===== config.mk =====
export PLATFORM = sky130hd
export DESIGN_NAME = cdb_arbiter
export DESIGN_NICKNAME = d
export VERILOG_FILES = /design/src/rtl/cdb_pkg.sv /design/src/rtl/cdb_arbiter_rr.sv /design/src/rtl/cdb_arbiter.sv
export SDC_FILE = /design/constraint.sdc
export NUM_CORES = 1
export LEC_CHECK = 0
export BUFFER_PORTS_ARGS = -buffer_cell sky130_fd_sc_hd__clkbuf_2
export CAP_MARGIN = 10
export CORE_MARGIN = 4
export CORE_UTILIZATION = 44
export CTS_BUF_LIST = sky130_fd_sc_hd__clkbuf_2 sky130_fd_sc_hd__clkbuf_4 sky130_fd_sc_hd__clkbuf_8
export DETAILED_ROUTE_END_ITERATION = 10
export GPL_TIMING_DRIVEN = 0
export PLACE_DENSITY = 0.67
export SLEW_MARGIN = 20
export SYNTH_ARGS = -nofsm -noshare
export SYNTH_HDL_FRONTEND = slang
export SYNTH_HIERARCHICAL = 1
export SYNTH_SLANG_ARGS = --single-unit

===== constraint.sdc =====
create_clock -name clock -period 4.55 [get_ports clock]
set_input_delay 0.455 -clock clock [delete_from_list [all_inputs] [get_ports clock]]
set_output_delay 0.455 -clock clock [all_outputs]
set_load 0.005 [all_outputs]

===== src/rtl/cdb_pkg.sv =====
// Shared CDB definitions: default widths, requester indices and the broadcast payload
// seen by the ROB and reservation stations.
package cdb_pkg;

   localparam int unsigned CDB_TAG_W   = 5;
   localparam int unsigned CDB_DATA_W  = 32;
   localparam int unsigned CDB_NUM_REQ = 4;

   localparam int unsigned REQ_ALU  = 0;
   localparam int unsigned REQ_MUL  = 1;
   localparam int unsigned REQ_LDST = 2;
   localparam int unsigned REQ_BR   = 3;

   typedef struct packed {
      logic [CDB_TAG_W-1:0]  tag;
      logic [CDB_DATA_W-1:0] data;
      logic                  branch;
      logic                  taken;
   } cdb_msg_t;

   // Round-robin successor of idx among n requesters.
   function automatic int unsigned rr_next(input int unsigned idx, input int unsigned n);
      return (idx + 1) % n;
   endfunction

endpackage


===== src/rtl/cdb_arbiter_rr.sv =====
// Combinational round-robin picker: first set request at or above ptr, wrapping modulo N.
module rr_arbiter #(
   parameter int unsigned N     = 4,
   parameter int unsigned PTR_W = $clog2(N)
) (
   input  logic [N-1:0]     req,
   input  logic [PTR_W-1:0] ptr,
   output logic [N-1:0]     grant,
   output logic [PTR_W-1:0] winner,
   output logic             any_grant
);

   logic [PTR_W-1:0] idx;

   always_comb begin
      grant     = '0;
      winner    = '0;
      any_grant = 1'b0;
      idx       = '0;
      for (int unsigned k = 0; k < N; k++) begin
         idx = PTR_W'((32'(ptr) + k) % N);
         if (!any_grant && req[idx]) begin
            any_grant   = 1'b1;
            grant[idx]  = 1'b1;
            winner      = idx;
         end
      end
   end

endmodule


===== src/rtl/cdb_arbiter.sv =====
// Common data bus arbiter: one holding slot per execution unit, round-robin grant,
// registered broadcast toward the ROB and reservation stations.
module cdb_arbiter
   import cdb_pkg::*;
#(
   parameter int unsigned NUM_REQ = CDB_NUM_REQ,
   parameter int unsigned TAG_W   = CDB_TAG_W,
   parameter int unsigned DATA_W  = CDB_DATA_W
) (
   input  logic                      clock,
   input  logic                      reset,
   input  logic                      Flush,
   input  logic [NUM_REQ-1:0]        Req_valid,
   input  logic [NUM_REQ*TAG_W-1:0]  Req_rd_tag,
   input  logic [NUM_REQ*DATA_W-1:0] Req_data,
   input  logic [NUM_REQ-1:0]        Req_branch,
   input  logic [NUM_REQ-1:0]        Req_branch_taken,
   output logic [NUM_REQ-1:0]        Req_ready,
   output logic                      Cdb_valid,
   output logic [TAG_W-1:0]          Cdb_rd_tag,
   output logic [DATA_W-1:0]         Cdb_data,
   output logic                      Cdb_branch,
   output logic                      Cdb_branch_taken
);

   localparam int unsigned PTR_W = $clog2(NUM_REQ);

   logic [NUM_REQ-1:0] slot_valid;
   logic [NUM_REQ-1:0] slot_branch;
   logic [NUM_REQ-1:0] slot_taken;
   logic [TAG_W-1:0]   slot_tag  [NUM_REQ];
   logic [DATA_W-1:0]  slot_data [NUM_REQ];

   logic [NUM_REQ-1:0] grant;
   logic [NUM_REQ-1:0] take;
   logic [PTR_W-1:0]   rr_ptr;
   logic [PTR_W-1:0]   winner;
   logic               any_grant;

   // Grant depends only on registered slot state, never on the incoming requests.
   rr_arbiter #(
      .N     (NUM_REQ),
      .PTR_W (PTR_W)
   ) u_rr (
      .req       (slot_valid),
      .ptr       (rr_ptr),
      .grant     (grant),
      .winner    (winner),
      .any_grant (any_grant)
   );

   // A slot draining this cycle may be refilled on the same edge.
   assign Req_ready = {NUM_REQ{~Flush}} & (~slot_valid | grant);
   assign take      = Req_valid & Req_ready;

   // Holding slots: capture on transfer, release on grant.
   always_ff @(posedge clock or negedge reset) begin
      if (!reset) begin
         slot_valid  <= '0;
         slot_branch <= '0;
         slot_taken  <= '0;
         for (int i = 0; i < NUM_REQ; i++) begin
            slot_tag[i]  <= '0;
            slot_data[i] <= '0;
         end
      end else if (Flush) begin
         slot_valid <= '0;
      end else begin
         for (int i = 0; i < NUM_REQ; i++) begin
            if (take[i]) begin
               slot_valid[i]  <= 1'b1;
               slot_tag[i]    <= Req_rd_tag[i*TAG_W +: TAG_W];
               slot_data[i]   <= Req_data[i*DATA_W +: DATA_W];
               slot_branch[i] <= Req_branch[i];
               slot_taken[i]  <= Req_branch_taken[i];
            end else if (grant[i]) begin
               slot_valid[i] <= 1'b0;
            end
         end
      end
   end

   // Broadcast register and round-robin pointer; idle cycles drive an all-zero bus.
   always_ff @(posedge clock or negedge reset) begin
      if (!reset) begin
         Cdb_valid        <= 1'b0;
         Cdb_rd_tag       <= '0;
         Cdb_data         <= '0;
         Cdb_branch       <= 1'b0;
         Cdb_branch_taken <= 1'b0;
         rr_ptr           <= '0;
      end else if (Flush || !any_grant) begin
         Cdb_valid        <= 1'b0;
         Cdb_rd_tag       <= '0;
         Cdb_data         <= '0;
         Cdb_branch       <= 1'b0;
         Cdb_branch_taken <= 1'b0;
      end else begin
         Cdb_valid        <= 1'b1;
         Cdb_rd_tag       <= slot_tag[winner];
         Cdb_data         <= slot_data[winner];
         Cdb_branch       <= slot_branch[winner];
         Cdb_branch_taken <= slot_taken[winner];
         rr_ptr           <= PTR_W'(rr_next(32'(winner), NUM_REQ));
      end
   end

endmodule


==> Yosys cells after proc, flatten, opt, wreduce, memory -nomap -nowiden <==
Index checks and enable logic that the tools add are counted.
{ "op_classes": {"add_sub_neg": 4, "reduce_logical": 20, "bitwise": 9, "order_cmp": 10, "mux": 52} }
{ "op_table": {"columns": ["cell", "n"], "rows": [
  ["$mux 32", 3],
  ["$bmux 32 s2", 1],
  ["$mux 1", 25],
  ["$mux 4", 5],
  ["$or 4x4->4", 4],
  ["$lt 2x3->1 const B", 5],
  ["$mux 5", 3],
  ["$bmux 1 s2", 6],
  ["$reduce_bool 3->1", 4],
  ["$bmux 5 s2", 1],
  ["$and 4x4->4", 2],
  ["$demux 1 s2", 4],
  ["$ge 2x1->1 const B", 4],
  ["$mux 2", 4],
  ["$reduce_and 2->1", 4],
  ["$logic_and 1x1->1", 7],
  ["$add 2x1->2 const B", 2],
  ["$add 2x2->2 const B", 2],
  ["$logic_not 1->1", 4],
  ["$not 4->4", 1],
  ["$ge 3x3->1 const B", 1],
  ["$not 2->3", 1],
  ["$logic_or 1x1->1", 1],
  ["$not 1->1", 1]
]} }
{ "totals": {"ff_bits": 202, "wordCells": 121} }

==> Depth between registers and ports, before layout <==
Gate-level depths: netlist of the first run.
{ "logic_depth": {"ltp_word": 17, "depth_mapped": 13, "ltp_nobuf": 9} }

==> By module <==
The synthesis of the first run kept the hierarchy.
{ "by_module_without_submodules": {"columns": ["module", "area_per_inst_um2", "cells_per_inst", "seq_area_each_um2", "n_inst"], "rows": [
  ["cdb_arbiter", 8324.2, 538, 5054.8, 1],
  ["rr_arbiter", 421.7, 45, 0.0, 1]
]} }

==> Worst setup path before layout of the first run <==
No wires, ideal clock.
{ "synth_timing": {"path_kind": "flip-flop to flip-flop", "start": "register rr_ptr[0]", "end": "register slot_tag[12] in the netlist's numbering", "n_path_buf": 4, "arrival_time_ps": 2830, "slack_ps": 1593, "t_required_ps": 4422, "setup_ps": 128, "stages_incl_launch_ff": 14, "cell_sequence": "dfrtp_1 > buf_6 > inv_1 > ha_1 > mux4_2 > buf_6 > nor4b_4 > a22oi_1 > o21ai_0 > nor2b_1 > nor3b_4 > buf_6 > buf_8 > mux2_1"} }
{ "synth_via": {"elab_chain_len": 16, "word_cells_on_any_way": 51, "classes_between": "add/sub (3); order compare (8); mux (23); bitwise (6); reduce/logical (11)"} }
{ "synth_lines": {"columns": ["element", "line", "source"], "rows": [
  ["start: declaration", "cdb_arbiter.sv:36", "logic [PTR_W-1:0] rr_ptr;"],
  ["start signal: assignment", "cdb_arbiter.sv:104", "rr_ptr <= PTR_W'(rr_next(32'(winner), NUM_REQ));"],
  ["parallel branches: the longest is 11 deep, another holds $lt 2x3->1", null, null],
  ["$mux 4 *", "cdb_arbiter_rr.sv:22", "if (!any_grant && req[idx]) begin"],
  ["via grant[1]", "cdb_arbiter.sv:34", "logic [NUM_REQ-1:0] grant;"],
  ["$or 4x4->4 *", "cdb_arbiter.sv:53", "assign Req_ready = {NUM_REQ{~Flush}} & (~slot_valid | grant);"],
  ["$and 4x4->4 *", "cdb_arbiter.sv:53", null],
  ["$and 4x4->4 *", "cdb_arbiter.sv:54", "assign take = Req_valid & Req_ready;"],
  ["$reduce_and 2->1 (no line) *", null, null],
  ["end signal: indexed assignment", "cdb_arbiter.sv:72", "slot_tag[i] <= Req_rd_tag[i*TAG_W +: TAG_W];"],
  ["end: declaration", "cdb_arbiter.sv:31", "logic [TAG_W-1:0] slot_tag [NUM_REQ];"]
]} }
Mark *: on every way through the listed nets, which the timed path passes. The select of a mux whose other input is x is not followed.
A chain may end at the register's enable or synchronous reset.

==> Worst setup path after layout of the first run <==
{ "layout_timing": {"start": "register rr_ptr[1]", "end": "register slot_data[60] in the netlist's numbering"} }
{ "layout_via": {"elab_chain_len": 16, "word_cells_on_any_way": 51, "classes_between": "add/sub (3); order compare (8); mux (23); bitwise (6); reduce/logical (11)"} }
{ "layout_lines": {"columns": ["element", "line", "source"], "rows": [
  ["parallel branches: the longest is 11 deep, another holds $lt 2x3->1", null, null],
  ["$mux 4 *", "cdb_arbiter_rr.sv:22", null],
  ["via grant[2]", "cdb_arbiter.sv:34", null],
  ["$or 4x4->4 *", "cdb_arbiter.sv:53", null],
  ["$and 4x4->4 *", "cdb_arbiter.sv:53", null],
  ["$and 4x4->4 *", "cdb_arbiter.sv:54", null],
  ["$reduce_and 2->1 (no line) *", null, null],
  ["end signal: indexed assignment", "cdb_arbiter.sv:73", "slot_data[i] <= Req_data[i*DATA_W +: DATA_W];"],
  ["end: declaration", "cdb_arbiter.sv:32", "logic [DATA_W-1:0] slot_data [NUM_REQ];"]
]} }
Marked as above.

==> run summary, run 1 <==
status: finished clean
post_cts resized: 0
share of layout cells above drive strength 1: 0.547
synth top area cells: dfrtp_1 (58%), mux2_2 (18%), mux2i_1 (9.2%)
Post-synth top flop: dfrtp_1
CTS Buf Count: 37
IO buf count: 206
period utilisation layout: 0.773
gr ovfl total: 0
Slew Viols, Final: 0
f_max: 0.284 GHz
RSZ-0062 raised after global routing: no
Cells after Synth: 583
post-CTS setup buffer count: 0
CP endpoint kind: flop
worst endpoint required time: 4.92 ns
Final HPWL DP: 15.7 mm
Final Skew: 0.0144 ns
Hold Buf Count CTS: 1
Unique masters post-synth: 33
CP Launch Type: flop
CTS tree: yes
die width: 149 um
# setup viols final: 0
Final Hold Viols: 0
pre-CTS WS: 1.05 ns
DIE HEIGHT: 149 um
WP data arrival: 3.89 ns
DR vias: 5760
maximum number of pins on one net before global-route repair: 97
async set-reset flop share out of synthesis: 1.00
Tot Pwr: 7.80 mW
first-pass GRT wire length: 33.6 mm
syn_area_per_cell: 15.0 um2
cell area after synthesis: 8750 um2
worst skew pair latency: 0.50 ns
syn_nets: 751
multi-input logic area: 3410 um2
Leakage: 5.18 nW
Fillers: 1659
routed vias/inst: 5.14
Worst-Margin Slew: 0.592 ns
FF+latch count, synth: 202
Setup CP Type: reg -> reg
vias in the first global route: 6421
Worst slew margin: 0.605
final antenna-violating net count: 0
HP Class: in -> reg
Cell Count Post-Placement: 1056
Post-synth top cells: dfrtp_1 (202), mux2_2 (137), mux2i_1 (80)
Clock Path Buffers: 3
Max Cap Viol: 0
Iter 0 DRT Violations: 258
Synth warnings: 6
top-count cell post-synth: dfrtp_1
peak supply drop: 0.306 mV
Nets: 999
Finished Layout Cells: 1120
WL final: 21.5 mm
Initial DRT Pass Iterations: 4
DR WL/cell: 19.2 um
I/O pin total: 207
Total GRT Usage: 0.193
root buf cell: clkbuf_8
setup ws final: 1.03 ns
Final min period: 3.52 ns
Synth area leader: dfrtp_1
top cell type's share of synthesized area: 0.578
worst hold slack: 0.182 ns
core box area: 19500 um2
synthesis-to-finish area growth: 25.0%
Starting Density: 0.448
fin util: 0.560
initial antenna violation count: 2
CTS clk-pin slew, worst paths: 0.06 ns
clock sinks: 202
DRC: 0
gpl congestion: 0.820
die area: 22200 um2
H-tree levels: 2
number of synthesized flops with an enable pin: 0
Power Density: 713 nW/um2
Reg area: 5050 um2
sequential fraction of the synthesis area: 0.578
Rows: 51
CP max FO: 10
-- worst max-delay path, stage by stage (launching register included) --
cell and delay [ns]:
dfrtp_1 0.54, inv_1 0.16, ha_1 0.37, mux4_2 0.32, buf_6 0.16, nor4b_4 0.39
a22oi_1 0.10, o21ai_0 0.11, nor2b_1 0.12, nor3b_2 0.29, buf_4 0.28, buf_6 0.19
mux2_2 0.35
-- cells by family after synthesis --
group                    after synthesis  share of synthesized area
buffers and inverters                 41                     0.0325
AO/OA/AOI/OAI                         57                     0.0421
adder cells (fa/ha/maj)                5                    0.00715
multiplexers                         241                      0.313
XOR/XNOR                               1                    0.00100
AND/OR/NAND/NOR                       36                     0.0268
flip-flops                           202                      0.578
-- cells in the final DEF (no fill, tap or decap), types with 5 or more instances in the layout --
cell type,n
clkbuf_2,205
ha_1,5
buf_4,9
mux2_4,18
buf_6,7
o22ai_1,39
a22oi_1,8
mux2_2,137
buf_2,17
nor2_1,15
clkbuf_4,8
clkbuf_8,49
o21ai_0,6
mux2i_1,80
dfrtp_1,202
nor2b_1,5
-- where the power goes --
| part | total, mW | switching (mW) | internal, mW |
|---|---|---|---|
| registers | 2.82 | 0.341 | 2.48 |
| clock network | 1.72 | 0.714 | 1.00 |
| logic | 3.26 | 1.62 | 1.63 |
-- state kept, by name, indices dropped and copies added, names as in the netlist --
name,cells
Cdb_branch,1
rr_ptr,2
Cdb_rd_tag,5
slot_data,128
Cdb_branch_taken,1
slot_valid,4
slot_tag,20
slot_branch,4
Cdb_valid,1
slot_taken,4
Cdb_data,32
-- area by class of cell --
cell class                      instances  share of cell area
Sequential cell                       202               0.462
Tap cell                              265              0.0303
Antenna cell                            2            0.000458
Inverter                                4             0.00137
Buffer                                 37              0.0246
Multi-Input combinational cell        340               0.312
Clock inverter                          5             0.00252
Clock buffer                           56              0.0659
Timing Repair Buffer                  209               0.101
-- path summary, 6_finish.rpt --
path	from	to	slack, ns	cells after the start
min reg2reg	slot_data[40]	slot_data[40]	0.50	1
min	Req_data[96]	slot_data[0]	0.18	2
max	rr_ptr[1]	slot_data[60]	1.03	12
max reg2reg	rr_ptr[1]	slot_data[60]	1.03	12
min in group asynchronous	reset	slot_tag[19]	0.40	2
max in group asynchronous	reset	Cdb_data[18]	3.40	3
-- routing by layer --
layer,wire [um],vias up,global-route usage
li1,-,2623,-
met1,8680,2923,0.235
met2,11200,175,0.343
met3,1160,39,0.0398
met4,508,0,0.0632
met5,0,-,0
-- stage by stage --
stage,setup TNS (ns),area [um2]
floorplan,0,8750
global placement,-101.43,10100
detailed placement,0,10200
CTS,0,10900
global route,0,10900
finish,0,10900
Power figures use the tool's default switching activity.
==> inputs of run 2 (changes only) <==
clock period = 3.62 ns   (was 4.55 ns; I/O delays follow)
==> run summary, run 2 (synthesis results as in run 1) <==
status: finished clean
gr ovfl total: 0 (unchanged)
TNS Setup: 0 ns (unchanged)
HP Class: in -> reg
Max Cap Viol: 0 (unchanged)
worst hold slack: 0.0910 ns (-0.0915 ns)
CTS Buf Count: 37 (unchanged)
peak supply drop: 0.385 mV (+26%)
Leakage: 5.18 nW (about the same)
Area after DPL: 10200 um2 (unchanged)
routed vias/inst: 5.12 (-0.40%)
final antenna-violating net count: 0 (unchanged)
DRC: 0 (unchanged)
vias in the first global route: 6421 (unchanged)
Total GRT Usage: 0.193 (unchanged)
CTS tree: yes
IO buf count: 206 (unchanged)
Tot Pwr: 9.81 mW (+26%)
period utilisation layout: 0.948 (+0.175)
WL final: 21.6 mm (+0.16%)
Fillers: 1656 (-0.18%)
CP endpoint kind: flop
Clock Path Buffers: 3 (unchanged)
core box area: 19500 um2 (unchanged)
Slew Viols, Final: 0 (unchanged)
Regs by FF count: slot_data (128), Cdb_data (32), slot_tag (20)
initial antenna violation count: 2 (unchanged)
worst endpoint required time: 4.00 ns (-0.92 ns)
Cell Count Post-Placement: 1056 (unchanged)
H-tree levels: 2 (unchanged)
f_max: 0.291 GHz (+2.5%)
share of layout cells above drive strength 1: 0.550 (+0.00287)
fin util: 0.561 (+0.000961)
CP max FO: 10 (unchanged)
DR vias: 5742 (-0.31%)
Most flops, register: slot_data
Setup CP Type: reg -> reg
pre-CTS WS: 0.123 ns (-0.930 ns)
CP Launch Type: flop
worst skew pair latency: 0.50 ns (about the same)
Initial DRT Pass Iterations: 4 (unchanged)
setup ws final: 0.188 ns (-0.843 ns)
gpl congestion: 0.820 (unchanged)
root buf cell: clkbuf_8
die width: 149 um (unchanged)
WP data arrival: 3.81 ns (-0.08 ns)
Final Hold Viols: 0 (unchanged)
# setup viols final: 0 (unchanged)
synthesis-to-finish area growth: 25.3%
most frequent cells in the layout: clkbuf_2 (205), dfrtp_1 (200), mux2_2 (137), mux2i_1 (80), clkbuf_8 (49)
Power Density: 896 nW/um2 (+26%)
Finished Layout Cells: 1121 (+0.089%)
most common cell after layout, fill and taps aside: clkbuf_2
Iter 0 DRT Violations: 255 (-1.2%)
Worst-Margin Slew: 0.582 ns (-0.00985 ns)
number of flip-flops under the largest register name: 128 (unchanged)
Nets: 1000 (+0.10%)
DR WL/cell: 19.2 um (about the same)
die area: 22200 um2 (unchanged)
first-pass GRT wire length: 33.6 mm (unchanged)
I/O pin total: 207 (unchanged)
Starting Density: 0.448 (unchanged)
Final HPWL DP: 15.7 mm (unchanged)
Worst slew margin: 0.612 (+0.00657)
Final Instance Area: 11000 um2 (+0.17%)
clock sinks: 202 (unchanged)
Rows: 51 (unchanged)
DIE HEIGHT: 149 um (unchanged)
CTS clk-pin slew, worst paths: 0.06 ns (about the same)
maximum number of pins on one net before global-route repair: 97 (unchanged)
Final min period: 3.43 ns (-0.0866 ns)
RSZ-0062 raised after global routing: no
Final Skew: 0.0135 ns (-0.000831 ns)
## run 2: path summary, 6_finish.rpt
check | from | end | slack [ns] | depth (start not counted)
min reg2reg | slot_data[35] | slot_data[35] | 0.50 | 1
max in group asynchronous | reset | Cdb_data[18] | 2.56 | 3
min in group asynchronous | reset | slot_branch[2] | 0.31 | 2
max | rr_ptr[0] | slot_tag[15] | 0.19 | 13
max reg2reg | rr_ptr[0] | slot_tag[15] | 0.19 | 13
min | Req_branch[2] | slot_branch[2] | 0.09 | 2
## run 2: area by class of cell
type	instances	area (um2)	share of cell area
inverters	4	15.0	0.00137
repair buffers	210	1110	0.102
diodes	2	5.00	0.000457
well taps	265	332	0.0303
flip-flops and latches	202	5060	0.462
clock buffers	56	721	0.0658
plain buffers	37	278	0.0254
clock inverters	5	27.5	0.00251
multi-input cells	340	3410	0.311
## run 2: power by group
part	internal (mW)	total, mW	switching, mW
combinational	2.06	4.10	2.05
clock	1.26	2.16	0.898
sequential	3.12	3.55	0.428
## run 2: routing by layer
metal | up-vias | share of wire | global-route usage
li1 | 2627 | - | -
met1 | 2938 | 0.41 | 0.235
met2 | 142 | 0.52 | 0.343
met3 | 35 | 0.046 | 0.0398
met4 | 0 | 0.023 | 0.0632
met5 | - | 0 | 0
## run 2: timing repair
action,CTS,global route
hold endpoints to repair,24,0
hold buffers,1,0
resized for setup,0,5
buffers inserted,0,1
setup endpoints to repair,0,39
## run 2: worst max-delay path, cell delays in order, from the launching register on
cell	delay [ns]
dfrtp_2	0.42
buf_6	0.17
inv_1	0.07
ha_1	0.35
mux4_2	0.32
buf_6	0.16
nor4b_4	0.40
a22oi_1	0.11
o21ai_0	0.11
nor2b_1	0.13
nor3b_4	0.31
buf_6	0.23
buf_8	0.18
mux2_1	0.34
